File: src/rtl/dec16_timer_if.sv
// Control and status bundle for the dec16_timer countdown primitive.
// master drives load/start/stop/tick controls; slave (the timer) returns count and flags.
interface dec16_timer_if #(
  parameter int WIDTH = 16
);
  logic             load;
  logic [WIDTH-1:0] load_value;
  logic             start;
  logic             stop;
  logic             tick;
  logic             auto_reload;
  logic [WIDTH-1:0] count;
  logic             busy;
  logic             done;
  logic             zero;

  modport master (
    output load, load_value, start, stop, tick, auto_reload,
    input  count, busy, done, zero
  );

  modport slave (
    input  load, load_value, start, stop, tick, auto_reload,
    output count, busy, done, zero
  );
endinterface

File: src/rtl/dec16_timer.sv
// Loadable down-counter/timer with terminal-count done pulse and optional auto-reload.
// Define DEC16_PRESCALE_EN to derive ticks from an internal PRESCALE-cycle divider instead of the tick port.
module dec16_timer #(
  parameter int WIDTH = 16
`ifdef DEC16_PRESCALE_EN
  ,
  parameter int PRESCALE = 4
`endif
) (
  input logic            clk,
  input logic            reset_n,
  dec16_timer_if.slave   bus
);
  localparam logic [0:0] ST_IDLE = 1'b0;
  localparam logic [0:0] ST_RUN  = 1'b1;
  localparam logic [WIDTH-1:0] ONE = WIDTH'(1);

  logic [0:0]       state_p0;
  logic [WIDTH-1:0] count_p0;
  logic [WIDTH-1:0] reload_p0;
  logic             done_p0;
  logic             tick_en;
  logic             running;

  assign running = (state_p0 == ST_RUN);

`ifdef DEC16_PRESCALE_EN
  localparam logic [15:0] PS_LAST = 16'(PRESCALE - 1);
  logic [15:0] presc_p0;
  logic        unused_tick;

  assign unused_tick = bus.tick;
  assign tick_en     = running && (presc_p0 == PS_LAST);

  // Divider only advances on cycles where no higher-priority control acts.
  always_ff @(posedge clk) begin
    if (!reset_n) begin
      presc_p0 <= '0;
    end else if (bus.load || bus.stop || (bus.start && !running)) begin
      presc_p0 <= '0;
    end else if (running) begin
      presc_p0 <= (presc_p0 == PS_LAST) ? '0 : presc_p0 + 16'd1;
    end
  end
`else
  assign tick_en = running && bus.tick;
`endif

  always_ff @(posedge clk) begin
    if (!reset_n) begin
      state_p0  <= ST_IDLE;
      count_p0  <= '0;
      reload_p0 <= '0;
      done_p0   <= 1'b0;
    end else begin
      done_p0 <= 1'b0;
      if (bus.load) begin
        count_p0  <= bus.load_value;
        reload_p0 <= bus.load_value;
        state_p0  <= ST_IDLE;
      end else if (bus.stop) begin
        state_p0 <= ST_IDLE;
      end else if (bus.start && !running) begin
        // Starting from zero would never terminate, so it is ignored.
        if (count_p0 != '0) state_p0 <= ST_RUN;
      end else if (tick_en) begin
        if (count_p0 == ONE) begin
          done_p0 <= 1'b1;
          if (bus.auto_reload && (reload_p0 != '0)) begin
            count_p0 <= reload_p0;
          end else begin
            count_p0 <= '0;
            state_p0 <= ST_IDLE;
          end
        end else begin
          count_p0 <= count_p0 - ONE;
        end
      end
    end
  end

  assign bus.count = count_p0;
  assign bus.busy  = running;
  assign bus.done  = done_p0;
  assign bus.zero  = (count_p0 == '0);
endmodule

File: src/flat_wrapper.sv
// flat-port wrapper written by rule: the top's interface ports become plain ports
module dec16_timer_flat 
#(
  parameter int WIDTH = 16

)
  (clk, reset_n, bus_load, bus_load_value, bus_start, bus_stop, bus_tick, bus_auto_reload, bus_count, bus_busy, bus_done, bus_zero);
  dec16_timer_if #(.WIDTH(WIDTH)) bus_i ();
  input logic clk;
  input logic reset_n;
  input wire logic [$bits(bus_i.load)-1:0] bus_load;
  input wire logic [$bits(bus_i.load_value)-1:0] bus_load_value;
  input wire logic [$bits(bus_i.start)-1:0] bus_start;
  input wire logic [$bits(bus_i.stop)-1:0] bus_stop;
  input wire logic [$bits(bus_i.tick)-1:0] bus_tick;
  input wire logic [$bits(bus_i.auto_reload)-1:0] bus_auto_reload;
  output wire logic [$bits(bus_i.count)-1:0] bus_count;
  output wire logic [$bits(bus_i.busy)-1:0] bus_busy;
  output wire logic [$bits(bus_i.done)-1:0] bus_done;
  output wire logic [$bits(bus_i.zero)-1:0] bus_zero;
  assign bus_i.load = bus_load;
  assign bus_i.load_value = bus_load_value;
  assign bus_i.start = bus_start;
  assign bus_i.stop = bus_stop;
  assign bus_i.tick = bus_tick;
  assign bus_i.auto_reload = bus_auto_reload;
  assign bus_count = bus_i.count;
  assign bus_busy = bus_i.busy;
  assign bus_done = bus_i.done;
  assign bus_zero = bus_i.zero;
  dec16_timer #(.WIDTH(WIDTH)) u_core (.clk(clk), .reset_n(reset_n), .bus(bus_i));
endmodule
File: config.mk
export PLATFORM = sky130hd
export DESIGN_NAME = dec16_timer_flat
export DESIGN_NICKNAME = d
export VERILOG_FILES = /design/src/rtl/dec16_timer_if.sv /design/src/rtl/dec16_timer.sv /design/src/flat_wrapper.sv
export SDC_FILE = /design/constraint.sdc
export NUM_CORES = 1
export LEC_CHECK = 0
export CAP_MARGIN = 20
export CORE_MARGIN = 3
export CORE_UTILIZATION = 45
export CTS_BUF_LIST = sky130_fd_sc_hd__clkbuf_4 sky130_fd_sc_hd__clkbuf_8
export DETAILED_ROUTE_END_ITERATION = 6
export GPL_TIMING_DRIVEN = 0
export PLACE_DENSITY = 0.75
export SLEW_MARGIN = 10
export SYNTH_ARGS = -nofsm -noshare
export SYNTH_HDL_FRONTEND = slang
export SYNTH_SLANG_ARGS = --single-unit
File: constraint.sdc
create_clock -name clk -period 2.19 [get_ports clk]
set_clock_uncertainty 0.15 [all_clocks]
set_input_delay 0.219 -clock clk [delete_from_list [all_inputs] [get_ports clk]]
set_output_delay 0.219 -clock clk [all_outputs]
set_load 0.01 [all_outputs]
# ---- Word-level counts from Yosys, hierarchy flattened
# Index checks and enable logic that the tools add are counted.
dict set report totals {
  reg_bits 34
  latch_bits 0
  mem_bits_rw 0
  mem_bits_ro 0
  out_inout_bits 19
  elab_cells 38
  mem_count 0
}
dict set report classes {
  n_addsub 1
  n_mul 0
  n_div 0
  magnitude_cmp 0
  n_eq_ne 5
  n_shift 0
  n_mux 12
  n_bitwise 2
  n_reduce_logical 14
}
# cell count
set ops {}
lappend ops {{$mux W16} 6}
lappend ops {{$reduce_bool A16 Y1} 2}
lappend ops {{$eq A16 B1 Y1 const B} 1}
lappend ops {{$logic_not A16 Y1} 1}
lappend ops {{$sub A16 B1 Y16 const B} 1}
lappend ops {{$mux W1} 6}
lappend ops {{$ne A2 B2 Y1 const B} 3}
lappend ops {{$reduce_bool A2 Y1} 3}
lappend ops {{$reduce_or A5 Y1} 1}
lappend ops {{$reduce_and A4 Y1} 1}
lappend ops {{$logic_and A1 B1 Y1} 3}
lappend ops {{$reduce_and A3 Y1} 1}
lappend ops {{$reduce_or A3 Y1} 1}
lappend ops {{$ne A2 B1 Y1 const B} 1}
lappend ops {{$not A1 Y1} 2}
lappend ops {{$logic_not A1 Y1} 1}

# ---- Depth between registers and ports, before layout
dict set report logic_depth {
  word_depth 8
  mapped_depth 9
  mapped_depth_nobuf 8
}

# ---- Least setup slack after synthesis
# No wires, ideal clock.
dict set report synth_timing {
  path_type {reg2reg}
  from {reg u_core.count_p0[0], in the netlist u_core.bus.count[0]}
  to {reg u_core.count_p0[8], in the netlist u_core.bus.count[8]}
  setup_ps 59
  arrival_time_ps 2202
  required_ps 1981
  slack_ps -221
  stages_incl_launch_ff 9
  path_buffers 1
  synth_period_minus_slack_ps 2411
  path_cell_list {dfxtp_1 > ha_1 > or4b_2 > nor4_4 > and2_1 > buf_4 > o2111ai_1 > o211ai_1 > and2_1}
}
dict set report synth_via {
  elab_chain_len 6
  word_cells_on_any_way 7
  classes_between {1 x add/sub; 1 x eq/ne; 5 x mux}
}
# element line
set synth_rtl {}
lappend synth_rtl {{start: declaration} dec16_timer.sv:19} ;# logic [WIDTH-1:0] count_p0;
lappend synth_rtl {{start signal: assignment} dec16_timer.sv:58} ;# count_p0 <= bus.load_value;
lappend synth_rtl {{start signal: assignment} dec16_timer.sv:70} ;# count_p0 <= reload_p0;
lappend synth_rtl {{start signal: assignment} dec16_timer.sv:76} ;# count_p0 <= count_p0 - ONE;
lappend synth_rtl {{$sub A16 B1 Y16 / $eq A16 B1 Y1 (equally long branches)} {dec16_timer.sv:76, dec16_timer.sv:67}}
lappend synth_rtl {{$mux W16 (*)} dec16_timer.sv:67} ;# if (count_p0 == ONE) begin
lappend synth_rtl {{$mux W16 (*)} dec16_timer.sv:66} ;# end else if (tick_en) begin
lappend synth_rtl {{$mux W16 (*)} dec16_timer.sv:63} ;# end else if (bus.start && !running) begin
lappend synth_rtl {{$mux W16 (*)} dec16_timer.sv:61} ;# end else if (bus.stop) begin
lappend synth_rtl {{$mux W16 (*)} dec16_timer.sv:57} ;# if (bus.load) begin
# Every way passes the cells marked *; elsewhere a longest branch is shown, timed or not. The select of a mux whose other input is x is not followed.
# A chain may end at the register's enable or synchronous reset.

# ---- Final worst setup path
dict set report layout_timing {
  from {reg u_core.count_p0[4], in the netlist u_core.bus.count[4]}
  to {reg u_core.count_p0[0], in the netlist u_core.bus.count[0]}
}
dict set report layout_via {
  elab_chain_len 6
}
# element line
set layout_rtl {}
lappend layout_rtl {{$eq A16 B1 Y1} dec16_timer.sv:67}
lappend layout_rtl {{$mux W16} dec16_timer.sv:67}
lappend layout_rtl {{$mux W16} dec16_timer.sv:66}
lappend layout_rtl {{$mux W16} dec16_timer.sv:63}
lappend layout_rtl {{$mux W16} dec16_timer.sv:61}
lappend layout_rtl {{$mux W16} dec16_timer.sv:57}
# Every way passes these cells. The select of a mux whose other input is x is not followed.

==> flow_metrics.py <==
metrics = {
    "logic_synthesis": {
        "synth-seq-cells": 34,
        "ys_types": 41,
        "synthTopCellsByCount": "34 x dfxtp_1, 19 x nand2_1, 18 x o21ai_0",
        "ys_async_sr_fraction_pct": 0,
        "synth_flop_cell": "dfxtp_1",
        "synthesis.nets": 261,
        "yosysMostFrequentCell": "dfxtp_1",
        "ys_seq_area_share_pct": 34.8,
        "yosysWarnings": 0,
        "syn_area_um2": 1950,
        "synthCells": 236,
        "syn_avg_cell_area_um2": 8.28,
        "yosysTopAreaCell": "dfxtp_1",
        "synthTopCellsByArea": "dfxtp_1 35%, mux2i_1 7.7%, o21ai_0 4.6%",
        "yosysTopAreaCellShare_pct": 34.8,
        "synth_edf_count": 0,
    },
    "cts": {
        "cts_buffers": 5,
        "insertion_delay_ps": 290,
        "cts.path.max_buffers": 2,
        "cts_sinks": 34,
        "root_buffer": "clkbuf_8",
        "cts_tree": "done",
        "clkTransAtPathRegs_ps": 70,
        "htreeDepth": 2,
    },
    "setup_path": {
        "r2r_start": "u_core.bus.count[4]$_SDFFE_PN0P_",
        "startpoint_type": "flip-flop",
        "worstReg2RegEnd": "u_core.bus.count[0]$_SDFFE_PN0P_",
        "cp.required_ps": 2260,
        "arrival_ps": 2340,
        "crit_type": "reg2reg",
        "ff2ff_path_depth": 7,
        "crit_path_end_kind": "flip-flop",
        "cp_max_fo": 6,
        "r2r_slack_ps": -80,
    },
    "sta": {
        "hold_viol_final": 0,
        "layout_min_cycle_time_ps": 2270,
        "finalCritPeriodShare_pct": 104,
        "drv_slew": 0,
        "rsz0062_at_grt": "true",
        "fin_ws_ps": -83.2,
        "finalSetupViolations": 11,
        "slew_headroom_pct": 55.9,
        "worst_pin_slew_ps": 659,
        "whs_ps": 365,
        "fmax_mhz": 440,
    },
    "worst_hold_path": {
        "hp-start": "u_core.reload_p0[5]$_SDFFE_PN0P_",
        "hold_depth": 2,
        "min_path_type": "reg2reg",
        "hold_end": "u_core.bus.count[5]$_SDFFE_PN0P_",
    },
    "cells_and_area": {
        "multi_input_area_um2": 1320,
        "layout-drive-gt1-share_pct": 27.4,
        "fin_area_um2": 2890,
        "finalNonFillerCells": 357,
        "fillers": 305,
        "area_growth_pct": 47.9,
        "antenna_cells": 0,
        "seqCellArea_um2": 707,
        "final_nets": 331,
    },
    "placement": {
        "pre_cts_ws_ps": -487,
        "gp_congestion": 0.930,
        "port_buffers": 41,
        "place_area_um2": 2450,
        "hpwl_mm": 4.12,
        "dp.cells": 327,
    },
    "global_routing": {
        "antenna_found_initial": 0,
        "grt_use_total_pct": 25.0,
        "overflow": 0,
        "grt_first_pass_wirelength_mm": 9.99,
        "grt_pass1_vias": 1962,
        "grt_max_degree": 11,
    },
    "floorplan": {
        "dieWidth_um": 71.9,
        "rows": 23,
        "die-area_um2": 5170,
        "core_um2": 4090,
        "initial_core_util_pct": 47.8,
        "io_pins": 42,
        "die_h_um": 71.9,
    },
    "pwr": {
        "power.density_nw_per_um2": 601,
        "peakVddDrop_mv": 0.319,
        "leakagePower_nw": 1.11,
    },
    "run_status": {
        "failed_checks": "negative setup slack",
        "status": "complete, but fails checks",
    },
    "detailed_routing": {
        "totalWireLength_mm": 6.78,
        "via_per_inst": 6.21,
        "via_count": 2217,
        "drc": 0,
        "ant_nets": 0,
        "first_pass_iters": 7,
        "wire_per_inst_um": 19.0,
        "drt_iter0_markers": 284,
    },
    "flow_run": {
        "maxCapViolCount": 0,
    },
}
[power breakdown]
group          switching [mW]  leakage, nW  internal [mW]
clock                   0.229       0.0593          0.365
combinational           0.222        0.764          0.212
sequential             0.0517        0.286          0.658
total                   0.502         1.11           1.24
[logic make-up (layout without fill, tap and decap cells)]
| family | after synthesis | in the layout | synth area share, % |
|---|---|---|---|
| buffers and inverters | 22 | 93 | 5.31 |
| AO/OA/AOI/OAI | 61 | 61 | 20.0 |
| flip-flops | 34 | 34 | 34.8 |
| adder cells (fa/ha/maj) | 2 | 2 | 1.28 |
| XOR/XNOR | 6 | 6 | 2.69 |
| multiplexers | 15 | 15 | 7.68 |
| AND/OR/NAND/NOR | 96 | 96 | 28.2 |
[routing by layer]
metal  vias to the layer above  wire length (um)  global-route usage [%]
met2                       155              3240                    38.0
met5                         -                 0                       0
met1                      1031              2740                    35.1
li1                       1013                 -                       -
met3                        18               694                    5.40
met4                         0               110                    8.98
[layout by cell type (no fill, tap or decap), types with 7 or more instances in the layout]
master	Yosys	routed
nand2_1	19	17
o21ai_0	18	12
nor2_1	14	12
buf_4	1	24
nor4_1	8	7
clkdlybuf4s50_1	0	40
a21oi_1	15	13
mux2i_1	15	15
inv_1	8	7
nor2b_1	14	14
dfxtp_1	34	25
nor3_1	15	9
[final cells by class]
cell class	count	share of cell area [%]
Clock buffer	7	2.90
Timing Repair Buffer	68	21.4
Sequential cell	34	24.5
Clock inverter	1	1.04
Multi-Input combinational cell	180	45.5
Tap cell	50	2.16
Buffer	9	1.39
Inverter	8	1.13
[critical path, stage by stage, from the launching register on]
cell and delay [ps]:
dfxtp_4 350, or4_4 630, nor4_4 270, buf_4 170
and2_4 170, and3_4 220, o211ai_1 90, a21boi_1 120
[worst max-delay path by stage]
stage / start / to / slack [ps]
final: u_core.bus.count[4]$_SDFFE_PN0P_ / u_core.bus.count[0]$_SDFFE_PN0P_ / -80
after global routing: u_core.bus.count[4]$_SDFFE_PN0P_ / u_core.bus.count[0]$_SDFFE_PN0P_ / -150
after global placement: bus_tick / u_core.bus.count[12]$_SDFFE_PN0P_ / -460
after detailed placement: bus_tick / u_core.bus.count[4]$_SDFFE_PN0P_ / -490
after CTS: u_core.bus.count[4]$_SDFFE_PN0P_ / u_core.bus.count[8]$_SDFFE_PN0P_ / 3
after floorplan: u_core.bus.count[4]$_SDFFE_PN0P_ / u_core.bus.count[8]$_SDFFE_PN0P_ / -80
[state kept, by name, indices dropped and copies added (netlist names)]
register          cells
u_core.bus.busy       1
u_core.bus.count     16
u_core.bus.done       1
u_core.reload_p0     16
[metrics by stage]
stage / power, mW / TNS, ps / utilization (%)
2_1_floorplan: 0.922 / -187 / -
6_report: 1.74 / -396 / 70.7
3_5_place_dp: 1.07 / -7020 / 59.9
4_1_cts: 1.67 / 0 / 65.3
5_1_grt: 1.81 / -1330 / 70.7
3_3_place_gp: 1.07 / -6580 / 59.9
[repair_timing]
action                     4_1_cts  5_1_grt
setup endpoints to repair       13       25
resized for setup               19       43
hold buffers                     0        0
pin swaps                        9       21
buffers inserted                13       14
hold endpoints to repair         0        0
cloned                           0        0
No activity file was read; power rests on OpenSTA's default activity.
